--- src/rtl/uart_rx_if.sv ---
// Receive-side bundle of the UART link: serial line and frame configuration toward the
// receiver, received word and one-cycle status strobes back to the system controller.
interface uart_rx_if #(
  parameter int DATA_WIDTH     = 8,
  parameter int PRESCALE_WIDTH = 6
);
  logic                      RX_IN;
  logic [PRESCALE_WIDTH-1:0] PRESCALE;
  logic                      PAR_EN;
  logic                      PAR_TYP;
  logic [DATA_WIDTH-1:0]     P_DATA;
  logic                      DATA_VALID;
  logic                      PAR_ERR;
  logic                      STP_ERR;

  modport master (
    output RX_IN, PRESCALE, PAR_EN, PAR_TYP,
    input  P_DATA, DATA_VALID, PAR_ERR, STP_ERR
  );

  modport slave (
    input  RX_IN, PRESCALE, PAR_EN, PAR_TYP,
    output P_DATA, DATA_VALID, PAR_ERR, STP_ERR
  );
endinterface

--- src/rtl/uart_rx.sv ---
// Oversampling UART receiver: LSB-first frames with optional parity, one-cycle outcome strobes.
// Define UART_RX_MAJORITY_EN to decide each bit by a 2-of-3 vote around the bit centre.
module uart_rx #(
  parameter int DATA_WIDTH     = 8,
  parameter int PRESCALE_WIDTH = 6
) (
  input  logic     CLK,
  input  logic     RST,
  uart_rx_if.slave rx_if
);
  localparam int BW = (DATA_WIDTH > 1) ? $clog2(DATA_WIDTH) : 1;
  localparam logic [BW-1:0]             BIT_ZERO = {BW{1'b0}};
  localparam logic [BW-1:0]             BIT_ONE  = {{(BW-1){1'b0}}, 1'b1};
  localparam logic [BW-1:0]             BIT_LAST = BW'(DATA_WIDTH - 1);
  localparam logic [PRESCALE_WIDTH-1:0] PS_ZERO  = {PRESCALE_WIDTH{1'b0}};
  localparam logic [PRESCALE_WIDTH-1:0] PS_ONE   = {{(PRESCALE_WIDTH-1){1'b0}}, 1'b1};

  typedef enum logic [2:0] {
    IDLE   = 3'd0,
    START  = 3'd1,
    DATA   = 3'd2,
    PARITY = 3'd3,
    STOP   = 3'd4
  } state_t;

  function automatic logic parity_of(input logic [DATA_WIDTH-1:0] d);
    return ^d;
  endfunction

  logic rx_meta_r, rx_sync_r, rx_s;
  state_t state_r, state_nx;
  logic [PRESCALE_WIDTH-1:0] edge_cnt_r, edge_cnt_nx, prescale_r, half_s;
  logic [BW-1:0] bit_cnt_r, bit_cnt_nx;
  logic [DATA_WIDTH-1:0] shift_r, shift_nx, p_data_r, p_data_nx;
  logic par_en_r, par_typ_r, cfg_load_s;
  logic par_bad_r, par_bad_nx, stp_bad_r, stp_bad_nx, glitch_r, glitch_nx;
  logic armed_r, armed_nx;
  logic data_valid_r, data_valid_nx, par_err_r, par_err_nx, stp_err_r, stp_err_nx;
  logic last_edge_s, sample_ev_s, bit_val_s;

  // Two-flop synchroniser for the asynchronous serial line.
  always_ff @(posedge CLK or negedge RST) begin
    if (!RST) begin
      rx_meta_r <= 1'b1;
      rx_sync_r <= 1'b1;
    end else begin
      rx_meta_r <= rx_if.RX_IN;
      rx_sync_r <= rx_meta_r;
    end
  end

  assign rx_s        = rx_sync_r;
  assign half_s      = {1'b0, prescale_r[PRESCALE_WIDTH-1:1]};
  assign last_edge_s = (edge_cnt_r == prescale_r - PS_ONE);

`ifdef UART_RX_MAJORITY_EN
  function automatic logic maj3(input logic a, input logic b, input logic c);
    return (a & b) | (a & c) | (b & c);
  endfunction

  logic maj_a_r, maj_b_r;

  // Early and centre samples held for the vote taken one cycle after the centre.
  always_ff @(posedge CLK or negedge RST) begin
    if (!RST) begin
      maj_a_r <= 1'b1;
      maj_b_r <= 1'b1;
    end else begin
      if (edge_cnt_r == half_s - PS_ONE) maj_a_r <= rx_s;
      if (edge_cnt_r == half_s)          maj_b_r <= rx_s;
    end
  end

  assign sample_ev_s = (edge_cnt_r == half_s + PS_ONE);
  assign bit_val_s   = maj3(maj_a_r, maj_b_r, rx_s);
`else
  assign sample_ev_s = (edge_cnt_r == half_s);
  assign bit_val_s   = rx_s;
`endif

  // Next-state, counter and outcome decisions; the edge counter wraps at each bit end.
  always_comb begin
    state_nx      = state_r;
    edge_cnt_nx   = last_edge_s ? PS_ZERO : edge_cnt_r + PS_ONE;
    bit_cnt_nx    = bit_cnt_r;
    shift_nx      = shift_r;
    par_bad_nx    = par_bad_r;
    stp_bad_nx    = stp_bad_r;
    glitch_nx     = glitch_r;
    armed_nx      = armed_r;
    cfg_load_s    = 1'b0;
    p_data_nx     = p_data_r;
    data_valid_nx = 1'b0;
    par_err_nx    = 1'b0;
    stp_err_nx    = 1'b0;
    case (state_r)
      IDLE: begin
        edge_cnt_nx = PS_ZERO;
        if (armed_r && !rx_s) begin
          // The detecting cycle is edge 0 of the start bit.
          state_nx    = START;
          edge_cnt_nx = PS_ONE;
          cfg_load_s  = 1'b1;
          bit_cnt_nx  = BIT_ZERO;
          par_bad_nx  = 1'b0;
          stp_bad_nx  = 1'b0;
          glitch_nx   = 1'b0;
        end else if (rx_s) begin
          armed_nx = 1'b1;
        end else begin
          armed_nx = armed_r;
        end
      end
      START: begin
        if (sample_ev_s) glitch_nx = bit_val_s;
        else             glitch_nx = glitch_r;
        if (last_edge_s) state_nx = glitch_r ? IDLE : DATA;
        else             state_nx = START;
      end
      DATA: begin
        if (sample_ev_s) shift_nx = {bit_val_s, shift_r[DATA_WIDTH-1:1]};
        else             shift_nx = shift_r;
        if (last_edge_s && (bit_cnt_r == BIT_LAST)) begin
          bit_cnt_nx = BIT_ZERO;
          state_nx   = par_en_r ? PARITY : STOP;
        end else if (last_edge_s) begin
          bit_cnt_nx = bit_cnt_r + BIT_ONE;
        end else begin
          bit_cnt_nx = bit_cnt_r;
        end
      end
      PARITY: begin
        if (sample_ev_s) par_bad_nx = (bit_val_s != (parity_of(shift_r) ^ par_typ_r));
        else             par_bad_nx = par_bad_r;
        if (last_edge_s) state_nx = STOP;
        else             state_nx = PARITY;
      end
      STOP: begin
        if (sample_ev_s) stp_bad_nx = !bit_val_s;
        else             stp_bad_nx = stp_bad_r;
        if (last_edge_s) begin
          state_nx = IDLE;
          armed_nx = !stp_bad_r;
          if (par_bad_r || stp_bad_r) begin
            par_err_nx = par_bad_r;
            stp_err_nx = stp_bad_r;
          end else begin
            data_valid_nx = 1'b1;
            p_data_nx     = shift_r;
          end
        end else begin
          state_nx = STOP;
        end
      end
      default: begin
        state_nx    = IDLE;
        edge_cnt_nx = PS_ZERO;
      end
    endcase
  end

  // FSM state, counters, captured frame configuration and registered outputs.
  always_ff @(posedge CLK or negedge RST) begin
    if (!RST) begin
      state_r      <= IDLE;
      edge_cnt_r   <= PS_ZERO;
      bit_cnt_r    <= BIT_ZERO;
      shift_r      <= {DATA_WIDTH{1'b0}};
      prescale_r   <= PS_ZERO;
      par_en_r     <= 1'b0;
      par_typ_r    <= 1'b0;
      par_bad_r    <= 1'b0;
      stp_bad_r    <= 1'b0;
      glitch_r     <= 1'b0;
      armed_r      <= 1'b1;
      p_data_r     <= {DATA_WIDTH{1'b0}};
      data_valid_r <= 1'b0;
      par_err_r    <= 1'b0;
      stp_err_r    <= 1'b0;
    end else begin
      state_r      <= state_nx;
      edge_cnt_r   <= edge_cnt_nx;
      bit_cnt_r    <= bit_cnt_nx;
      shift_r      <= shift_nx;
      par_bad_r    <= par_bad_nx;
      stp_bad_r    <= stp_bad_nx;
      glitch_r     <= glitch_nx;
      armed_r      <= armed_nx;
      p_data_r     <= p_data_nx;
      data_valid_r <= data_valid_nx;
      par_err_r    <= par_err_nx;
      stp_err_r    <= stp_err_nx;
      if (cfg_load_s) begin
        prescale_r <= rx_if.PRESCALE;
        par_en_r   <= rx_if.PAR_EN;
        par_typ_r  <= rx_if.PAR_TYP;
      end
    end
  end

  assign rx_if.P_DATA     = p_data_r;
  assign rx_if.DATA_VALID = data_valid_r;
  assign rx_if.PAR_ERR    = par_err_r;
  assign rx_if.STP_ERR    = stp_err_r;
endmodule

--- src/flat_wrapper.sv ---
// flat-port wrapper written by rule: the top's interface ports become plain ports
module uart_rx_flat 
#(
  parameter int DATA_WIDTH     = 8,
  parameter int PRESCALE_WIDTH = 6
)
  (CLK, RST, rx_if_RX_IN, rx_if_PRESCALE, rx_if_PAR_EN, rx_if_PAR_TYP, rx_if_P_DATA, rx_if_DATA_VALID, rx_if_PAR_ERR, rx_if_STP_ERR);
  uart_rx_if #(.DATA_WIDTH(DATA_WIDTH), .PRESCALE_WIDTH(PRESCALE_WIDTH)) rx_if_i ();
  input  logic CLK;
  input  logic RST;
  input wire logic [$bits(rx_if_i.RX_IN)-1:0] rx_if_RX_IN;
  input wire logic [$bits(rx_if_i.PRESCALE)-1:0] rx_if_PRESCALE;
  input wire logic [$bits(rx_if_i.PAR_EN)-1:0] rx_if_PAR_EN;
  input wire logic [$bits(rx_if_i.PAR_TYP)-1:0] rx_if_PAR_TYP;
  output wire logic [$bits(rx_if_i.P_DATA)-1:0] rx_if_P_DATA;
  output wire logic [$bits(rx_if_i.DATA_VALID)-1:0] rx_if_DATA_VALID;
  output wire logic [$bits(rx_if_i.PAR_ERR)-1:0] rx_if_PAR_ERR;
  output wire logic [$bits(rx_if_i.STP_ERR)-1:0] rx_if_STP_ERR;
  assign rx_if_i.RX_IN = rx_if_RX_IN;
  assign rx_if_i.PRESCALE = rx_if_PRESCALE;
  assign rx_if_i.PAR_EN = rx_if_PAR_EN;
  assign rx_if_i.PAR_TYP = rx_if_PAR_TYP;
  assign rx_if_P_DATA = rx_if_i.P_DATA;
  assign rx_if_DATA_VALID = rx_if_i.DATA_VALID;
  assign rx_if_PAR_ERR = rx_if_i.PAR_ERR;
  assign rx_if_STP_ERR = rx_if_i.STP_ERR;
  uart_rx #(.DATA_WIDTH(DATA_WIDTH), .PRESCALE_WIDTH(PRESCALE_WIDTH)) u_core (.CLK(CLK), .RST(RST), .rx_if(rx_if_i));
endmodule
--- config.mk ---
export PLATFORM = sky130hd
export DESIGN_NAME = uart_rx_flat
export DESIGN_NICKNAME = d
export VERILOG_FILES = /design/src/rtl/uart_rx_if.sv /design/src/rtl/uart_rx.sv /design/src/flat_wrapper.sv
export SDC_FILE = /design/constraint.sdc
export NUM_CORES = 1
export LEC_CHECK = 0
export ABC_CLOCK_PERIOD_IN_PS = 6600
export BUFFER_PORTS_ARGS = -buffer_cell sky130_fd_sc_hd__buf_2
export CORE_ASPECT_RATIO = 0.8
export CORE_UTILIZATION = 62
export CTS_CLUSTER_DIAMETER = 200
export DETAILED_ROUTE_END_ITERATION = 16
export HOLD_SLACK_MARGIN = 0.06
export PLACE_DENSITY = 0.82
export SYNTH_ARGS = -nofsm -noshare
export SYNTH_HDL_FRONTEND = slang
export SYNTH_SLANG_ARGS = --single-unit
--- constraint.sdc ---
create_clock -name CLK -period 6.6 [get_ports CLK]
set_clock_uncertainty 0.05 [all_clocks]
set_input_delay 0.66 -clock CLK [delete_from_list [all_inputs] [get_ports CLK]]
set_output_delay 0.66 -clock CLK [all_outputs]
set_load 0.02 [all_outputs]
==> results by stage, run 1 <==
Run status:
- The run finished with clean final reports.

Critical path:
- At the worst endpoint, the required time is 6.73 ns.
- The endpoint of the worst register-to-register path is u_core.rx_if.P_DATA[5]$_DFFE_PN0P_.
- The arrival time at the worst endpoint is 2.52 ns.
- The slowest stage of the critical path is the dfrtp_1 cell.
- Of all nets on the critical path, the largest fanout is 8.
- The worst reg2reg path depth is 7.
- The startpoint identified for the worst register-to-register timing path is u_core.prescale_r[0]$_DFFE_PN0P_.
- The type of element launching the critical path is a flip-flop.
- On the worst path, the slowest cell contributes a delay of 0.43 ns.
- Traced cell by cell, the critical path runs through inv_1, ha_1, nor2b_1, or3_1, a31oi_4, nand4_4, mux2_4.
- Counting both buffers and inverters, the worst setup path holds a total of 1.
- The kind of cell adding the most delay to the critical path is simple AND/OR/NAND/NOR gates.
- By startpoint and endpoint, the worst setup path is classified as reg -> reg.
- The endpoint kind of the worst setup timing path is a flip-flop.
- The reg-to-reg setup timing slack is 4.22 ns.

Global route:
- For this run, global-route usage on met3 was measured as 0.0525.
- For met2 alone, demand over resource in global routing was 0.390.
- In the global route stage, met1 resource usage came out at 0.328.
- The total grt overflow is 0.
- The aggregate global-route resource usage is 0.243.
- The highest-utilization routing layer at the global route stage is met2.
- The number of global-route vias before repair is 1,510.
- The largest net degree at the start of global routing is 46.
- The initial antenna violation count is 0.
- The first global-routing pass estimated 7.31 mm of wire.

Yosys:
- The synthesized instance count is 190.
- The compound-cell area share of the yosys netlist is 0.0718.
- During synthesis, Yosys emitted a total of 0 warnings.
- The post-synthesis adder-cell area fraction is 0.0221.
- The mapped cell area is 2270 um^2.
- Of the total synthesized cell area, the portion taken by XOR and XNOR cells is 0.0928.
- Among all flip-flop cells after synthesis, the most frequent one is dfrtp_1.
- The number of synthesized flops with an enable pin is 0.
- The share of synthesized flip-flops with an asynchronous set or reset is 1.00.
- The multiplexer share of the synthesized area is 0.163.
- The share of the Yosys chip area taken by registers is 0.499.
- Of the total synthesized cell area, the portion taken by AND, OR, NAND and NOR gates is 0.130.
- The count of unique library cells instantiated by Yosys is 42.
- The number of synthesized register bits is 45.
- In this run the mean area of a mapped cell was 11.9 um^2.
- The dominant combinational cell family by area after synthesis is multiplexers.
- When the netlist entered floorplanning its net count stood at 205.

Detailed routing:
- The number of vias per cell after detailed routing is 5.77.
- The post-detailed-route count of antenna-violating nets is 0.
- The routed layout has 1,472 vias.
- In the routed design, unresolved DRC markers number 0.
- The detailed router finished its first iteration with 99 violations.
- Before antenna repair, the detailed router went through 4 iterations.
- The per-cell routed wire length is 16.6 um.
- The detailed-route wire length is 4.22 mm.

Worst hold path:
- The number of instances on the worst hold path is 0.
- The end of the worst hold path is u_core.bit_val_s$_DFF_PN1_.
- In this run the most critical hold path is launched from u_core.rx_meta_r$_DFF_PN1_.
- The worst hold path belongs to the class reg -> reg.

Timing:
- Setup violations remaining at the end of the flow were counted as 0.
- Counting I/O delays and the setup requirement, the final critical path takes 2.38 ns.
- Setup repair after global routing left no endpoint under its margin.
- The worst slew margin relative to its limit is 0.361.
- For the pin with the worst max-slew slack, the measured transition is 0.959 ns.
- Of the available clock period, the critical path in the final layout requires 0.361.
- For the final routed database, the setup TNS stands at 0 ns.
- The count of endpoints failing hold in the final timing report is 0.
- The number of pins with negative max-slew slack in the final report was 0.
- In the post-route analysis, the smallest setup slack over all paths is 4.22 ns.
- The fmax is 419 MHz.

Finish:
- The number of antenna diodes in the final layout is 0.
- In the final layout, the share of cells above drive strength 1 is 0.310.
- The library cell used most frequently in the layout, excluding fill and tap cells, is dfrtp_1.
- The layout has 247 filler cells.
- The area added between synthesis and finish is 11.1%.
- The library cells used most frequently in the layout, excluding fill and tap cells, are dfrtp_1, buf_2, xnor2_1, mux2_2, nor2_1.
- After routing the design area is 2520 um^2.
- The final layout contains 227 nets.
- Once layout is complete, the cells apart from fillers number 255.

Floorplan:
- During I/O placement, the number of pins put on the boundary was 22.
- The placeable core area is 3470 um^2.
- The die outline area is 3900 um^2.
- The effective utilization at floorplan is 0.653.
- The total number of placement rows is 19.
- The die is 56.1 um tall.
- The die is 69.6 um wide.

Clock tree:
- Counting the buffers created by CTS gives 5.
- The CTS root buffer is clkbuf_8.
- Buffers inserted to repair hold after CTS numbered 0.
- The TritonCTS clock tree is yes.
- In this run, post-CTS repair resized a total of 0 instances.
- Clock-pin slew was measured on the worst setup and hold paths at 0.08 ns.
- The number of setup buffers added after CTS is 0.
- The H-tree was split into 2 levels.
- The number of buffers on the longest clock path is 2.
- The number of clock sinks seen by CTS is 45.
- The clock latency on the worst-skew pair is 0.30 ns.

Place:
- The pre-CTS worst setup slack is 4.24 ns.
- The HPWL after detailed placement is 3.07 mm.
- The placement-stage cell area is 2400 um^2.
- The count of input and output buffers is 21.
- The final weighted congestion in routability-driven placement is 0.881.
- The cell count after placement is 247.

Pwr:
- Dividing total power by cell area gives a power density of 385 nW/um^2.
- For this design the static power due to leakage is 1.26 nW.
- Across the VDD grid, the largest voltage drop is 295 uV.
- The completed layout was analyzed and its total power is 0.969 mW.

Flow run:
- The max-cap violation count is 0.
[worst max path at each step]
stage                     cells after the start                              from                                 end  slack [ns]
after floorplan                               7  u_core.prescale_r[0]$_DFFE_PN0P_  u_core.rx_if.P_DATA[0]$_DFFE_PN0P_        4.44
after global placement                        7  u_core.prescale_r[0]$_DFFE_PN0P_  u_core.rx_if.P_DATA[4]$_DFFE_PN0P_        4.35
after detailed placement                      7  u_core.prescale_r[0]$_DFFE_PN0P_  u_core.rx_if.P_DATA[5]$_DFFE_PN0P_        4.24
after CTS                                     7  u_core.prescale_r[0]$_DFFE_PN0P_  u_core.rx_if.P_DATA[5]$_DFFE_PN0P_        4.23
after global routing                          7  u_core.prescale_r[0]$_DFFE_PN0P_  u_core.rx_if.P_DATA[5]$_DFFE_PN0P_        4.12
final                                         7  u_core.prescale_r[0]$_DFFE_PN0P_  u_core.rx_if.P_DATA[5]$_DFFE_PN0P_        4.22
[flip-flops by register name, summed over array words and instances, names as in the netlist]
register,flops
u_core.par_bad_r,1
u_core.bit_cnt_r,3
u_core.bit_val_s,1
u_core.armed_r,1
u_core.shift_r,8
u_core.stp_bad_r,1
u_core.rx_if.P_DATA,8
u_core.edge_cnt_r,6
u_core.rx_meta_r,1
u_core.rx_if.STP_ERR,1
u_core.rx_if.DATA_VALID,1
u_core.par_typ_r,1
u_core.glitch_r,1
u_core.state_r,3
u_core.rx_if.PAR_ERR,1
u_core.prescale_r,6
u_core.par_en_r,1
[cell families (layout without fill, tap and decap cells)]
family / after synthesis / in the layout
simple gates: 53 / 53
flops: 45 / 45
mux: 31 / 31
xor+xnor: 24 / 24
compound gates: 20 / 20
buf+inv: 13 / 36
fa+ha+maj: 4 / 4
[stage by stage]
stage	hold WS [ns]	util
6_report	0.308	0.725
4_1_cts	0.310	0.725
3_5_place_dp	0.298	0.692
3_3_place_gp	0.297	0.692
2_1_floorplan	0.295	-
5_1_grt	0.315	0.725
[layout make-up]
type,count,area (um^2),share of cell area
flip-flops and latches,45,1130,0.449
multi-input cells,132,1090,0.432
repair buffers,21,105,0.0417
clock buffers,7,86.3,0.0343
well taps,42,52.6,0.0209
clock inverters,1,30.0,0.0119
inverters,7,26.3,0.0104
[power breakdown]
part	total [mW]	switching, mW	internal [mW]
clock	0.213	0.0895	0.123
sequential	0.414	0.0832	0.331
combinational	0.342	0.182	0.160
[synthesized netlist by cell type (3+ instances only)]
library cell,count,share of area
clkbuf_1,6,0.0099
dfstp_2,3,0.035
mux2i_1,7,0.031
xor2_1,7,0.027
mux2_4,8,0.053
mux2_2,16,0.080
xnor2_1,17,0.066
nand2_1,9,0.015
nor2_1,14,0.023
and3_1,5,0.014
inv_1,7,0.012
o21ai_0,3,0.0066
ha_1,4,0.022
dfrtp_1,42,0.46
nand2b_1,3,0.0083
nand3_1,6,0.013
[metal layers]
metal / vias to the layer above / wire (um)
li1: 704 / -
met1: 720 / 1970
met2: 40 / 2020
met3: 8 / 166
met4: 0 / 60
met5: - / 0
Power figures use the tool's default switching activity.
==> run 2, diff against run 1 <==
ABC_CLOCK_PERIOD_IN_PS = 2100   (was 6600)
CORE_UTILIZATION = 53   (was 62)
PLACE_DENSITY = 0.74   (was 0.82)
clock period = 2.1 ns   (was 6.6 ns; I/O delays follow)
==> results by stage, run 2 (synthesis gave the netlist of run 1 again) <==
Critical path:
- Traced cell by cell, the critical path runs through or4_4, o21a_1, o2111a_2, nand4_4, mux2_4.
- The delay contributed by the slowest stage of the critical path is 0.56 ns (+0.13 ns).
- The type of element launching the critical path is a flip-flop.
- Among all stages on the critical path, the largest delay is contributed by or4_4.
- The sum of buffers and inverters on the critical path is 0 (-1).
- The endpoint required time on the critical path was 2.24 ns (-4.49 ns).
- The critical path is of the reg -> reg type.
- The kind of cell adding the most delay to the critical path is simple AND/OR/NAND/NOR gates.
- The endpoint kind of the worst setup timing path is a flip-flop.
- The maximum fanout count along the critical path is 8 (unchanged).
- The arrival time at the worst endpoint is 2.25 ns (-0.27 ns).

Run status:
- The checks that failed: setup timing.
- The run finished, with violations left.

Finish:
- In the layout the commonest cells are dfrtp_1, buf_2, xnor2_1, buf_4, mux2_2.
- The proportion of layout cells with a drive suffix above 1 is 0.375 (+0.0651).
- The final standard cell area without fillers was 2680 um^2 (+6.5%).
- The most common cell after layout, fill and taps aside is dfrtp_1.
- The final net count is 246 (+8.4%).
- The number of antenna diodes was 0 (unchanged).
- The post-route core utilization is 0.678 (-0.0471).
- From synthesis to final layout, the design area changed by 18.3%.

Clock tree:
- The CTS root buffer is clkbuf_8.
- The TritonCTS clock tree is yes.
- The number of buffers on the longest clock path came to 2 (unchanged).
- The clock-pin transition on the worst setup and hold timing paths is 0.08 ns (about the same).
- The number of clock buffers inserted by TritonCTS is 5 (unchanged).
- The count of H-tree levels built during CTS was 2 (unchanged).
- The number of clock sinks seen by CTS came to 45 (unchanged).
- The clock latency on the worst-skew pair came to 0.30 ns (about the same).

Detailed routing:
- The per-cell routed wire length is 14.9 um (-9.9%).
- The number of violations reported at the end of detailed-routing iteration 0 was 128 (+29%).
- The via count was 1,539 (+4.6%).
- The length of the first detailed-routing pass in iterations came to 5 (+1).
- The remaining design rule violation count is 0 (unchanged).
- The detailed-route wire length came to 4.28 mm (+1.4%).
- The post-detailed-route count of antenna-violating nets is 0 (unchanged).
- The number of vias per cell after detailed routing came to 5.36 (-7.1%).

Worst hold path:
- The kind of path behind the tightest hold check is in -> reg.

Place:
- The placement-stage cell area is 2530 um^2 (+5.4%).
- The count of input and output buffers is 21 (unchanged).
- The HPWL after detailed placement is 3.14 mm (+2.3%).
- The final weighted congestion in routability-driven placement is 0.796 (-9.6%).
- The pre-CTS worst setup slack is -0.0550 ns (-4.30 ns).

Floorplan:
- The effective utilization at floorplan was 0.573 (-0.0797).
- The placeable core area is 3950 um^2 (+14%).
- The number of top-level design ports was 22 (unchanged).
- The die outline area is 4540 um^2 (+16%).
- The die span in y is 60.5 um (+7.9%).
- The total number of placement rows is 20 (+1).
- The die width came to 75.1 um (+7.9%).

Global route:
- The met2 usage is 0.363 (-0.0268).
- The initial antenna violation count is 0 (unchanged).
- The met1 demand-to-capacity share in global routing came to 0.291 (-0.0363).
- The first-pass GRT wire length is 7.38 mm (+0.94%).
- The number of global-route vias before repair is 1,575 (+4.3%).
- The aggregate global-route resource usage was 0.223 (-0.0200).
- The total grt overflow is 0 (unchanged).
- The global routing usage on met3 is 0.0631 (+0.0106).
- The highest-utilization routing layer at the global route stage is met2.
- The largest net degree at the start of global routing is 20 (-57%).

Pwr:
- The post-layout total power is 3.12 mW (+220%).
- The maximum VDD drop is 889 uV (+200%).
- The standby leakage power is 1.34 nW (+6.6%).
- The total power divided by cell area is 1160 nW/um^2 (+200%).

Timing:
- The final hold slack is 0.0885 ns (-0.220 ns).
- The part of the cycle the worst path needs is 1.00 (+0.643).
- The number of pins with negative max-slew slack in the final report is 0 (unchanged).
- The worst setup slack after layout is -0.00811 ns (-4.22 ns).
- The fmax is 474 MHz (+13%).
- The measured slew at the worst slew-check pin is 0.439 ns (-0.520 ns).
- The final critical path time including I/O delays and setup is 2.11 ns (-0.276 ns).
- Setup repair after global routing could not meet its margin everywhere.
- The count of endpoints failing hold in the final timing report is 0 (unchanged).
- The number of endpoints failing setup at the final stage is 6 (+6).
- The worst slew margin relative to its limit is 0.707 (+0.347).

Flow run:
- The max-cap violation count is 0 (unchanged).
run 2: repair_timing:
action / 4_1_cts / 5_1_grt
hold buffers: 2 / 0
buffers inserted: 3 / 0
endpoints found under the setup margin: 8 / 12
pin swaps: 2 / 2
endpoints found under the hold margin: 17 / 0
gates resized for setup: 2 / 3
run 2: final timing paths:
kind,slack [ns],startpoint,cells after the start,to
max in group asynchronous,1.05,RST,3,u_core.bit_val_s$_DFF_PN1_
min in group asynchronous,0.33,RST,2,u_core.rx_if.DATA_VALID$_DFF_PN0_
setup / recovery,-0.008,u_core.prescale_r[2]$_DFFE_PN0P_,5,u_core.rx_if.P_DATA[2]$_DFFE_PN0P_
hold reg to reg,0.31,u_core.rx_meta_r$_DFF_PN1_,0,u_core.bit_val_s$_DFF_PN1_
setup reg to reg,-0.008,u_core.prescale_r[2]$_DFFE_PN0P_,5,u_core.rx_if.P_DATA[2]$_DFFE_PN0P_
hold / removal,0.09,rx_if_PAR_TYP,2,u_core.par_typ_r$_DFFE_PN0P_
run 2: layer usage:
| metal | wire length [um] | share of wire | up-vias |
|---|---|---|---|
| met5 | 0 | 0 | - |
| met4 | 40 | 0.0093 | 0 |
| met3 | 142 | 0.033 | 6 |
| met2 | 2000 | 0.47 | 33 |
| met1 | 2100 | 0.49 | 754 |
| li1 | - | - | 746 |
run 2: power breakdown:
part	switching, mW	internal, mW	total, mW
clock network	0.278	0.231	0.509
registers	0.229	1.04	1.27
logic	0.657	0.686	1.34
run 2: worst register-to-register path, delay by kind of cell (launching register included):
family | cells | cell delay, ns
DFF | 1 | 0.38
muxes | 1 | 0.32
AOI/OAI and AO/OA | 2 | 0.51
and+or+nand+nor | 2 | 0.73
run 2: through the flow:
| step | std cells | setup TNS, ns |
|---|---|---|
| after detailed placement | 274 | -0.384 |
| after global placement | 274 | 0 |
| final | 287 | -0.0243 |
| after CTS | 287 | -0.151 |
| after floorplan | 190 | 0 |
| after global routing | 287 | -0.520 |
run 2: area by class of cell:
| cell class | count | area [um^2] |
|---|---|---|
| clock buffer | 6 | 72.6 |
| clock inverter | 2 | 10.0 |
| fill | 294 | 1270 |
| inverter | 7 | 26.3 |
| multi-input combinational | 132 | 1120 |
| sequential | 45 | 1130 |
| tap | 55 | 68.8 |
| timing repair buffer | 40 | 253 |
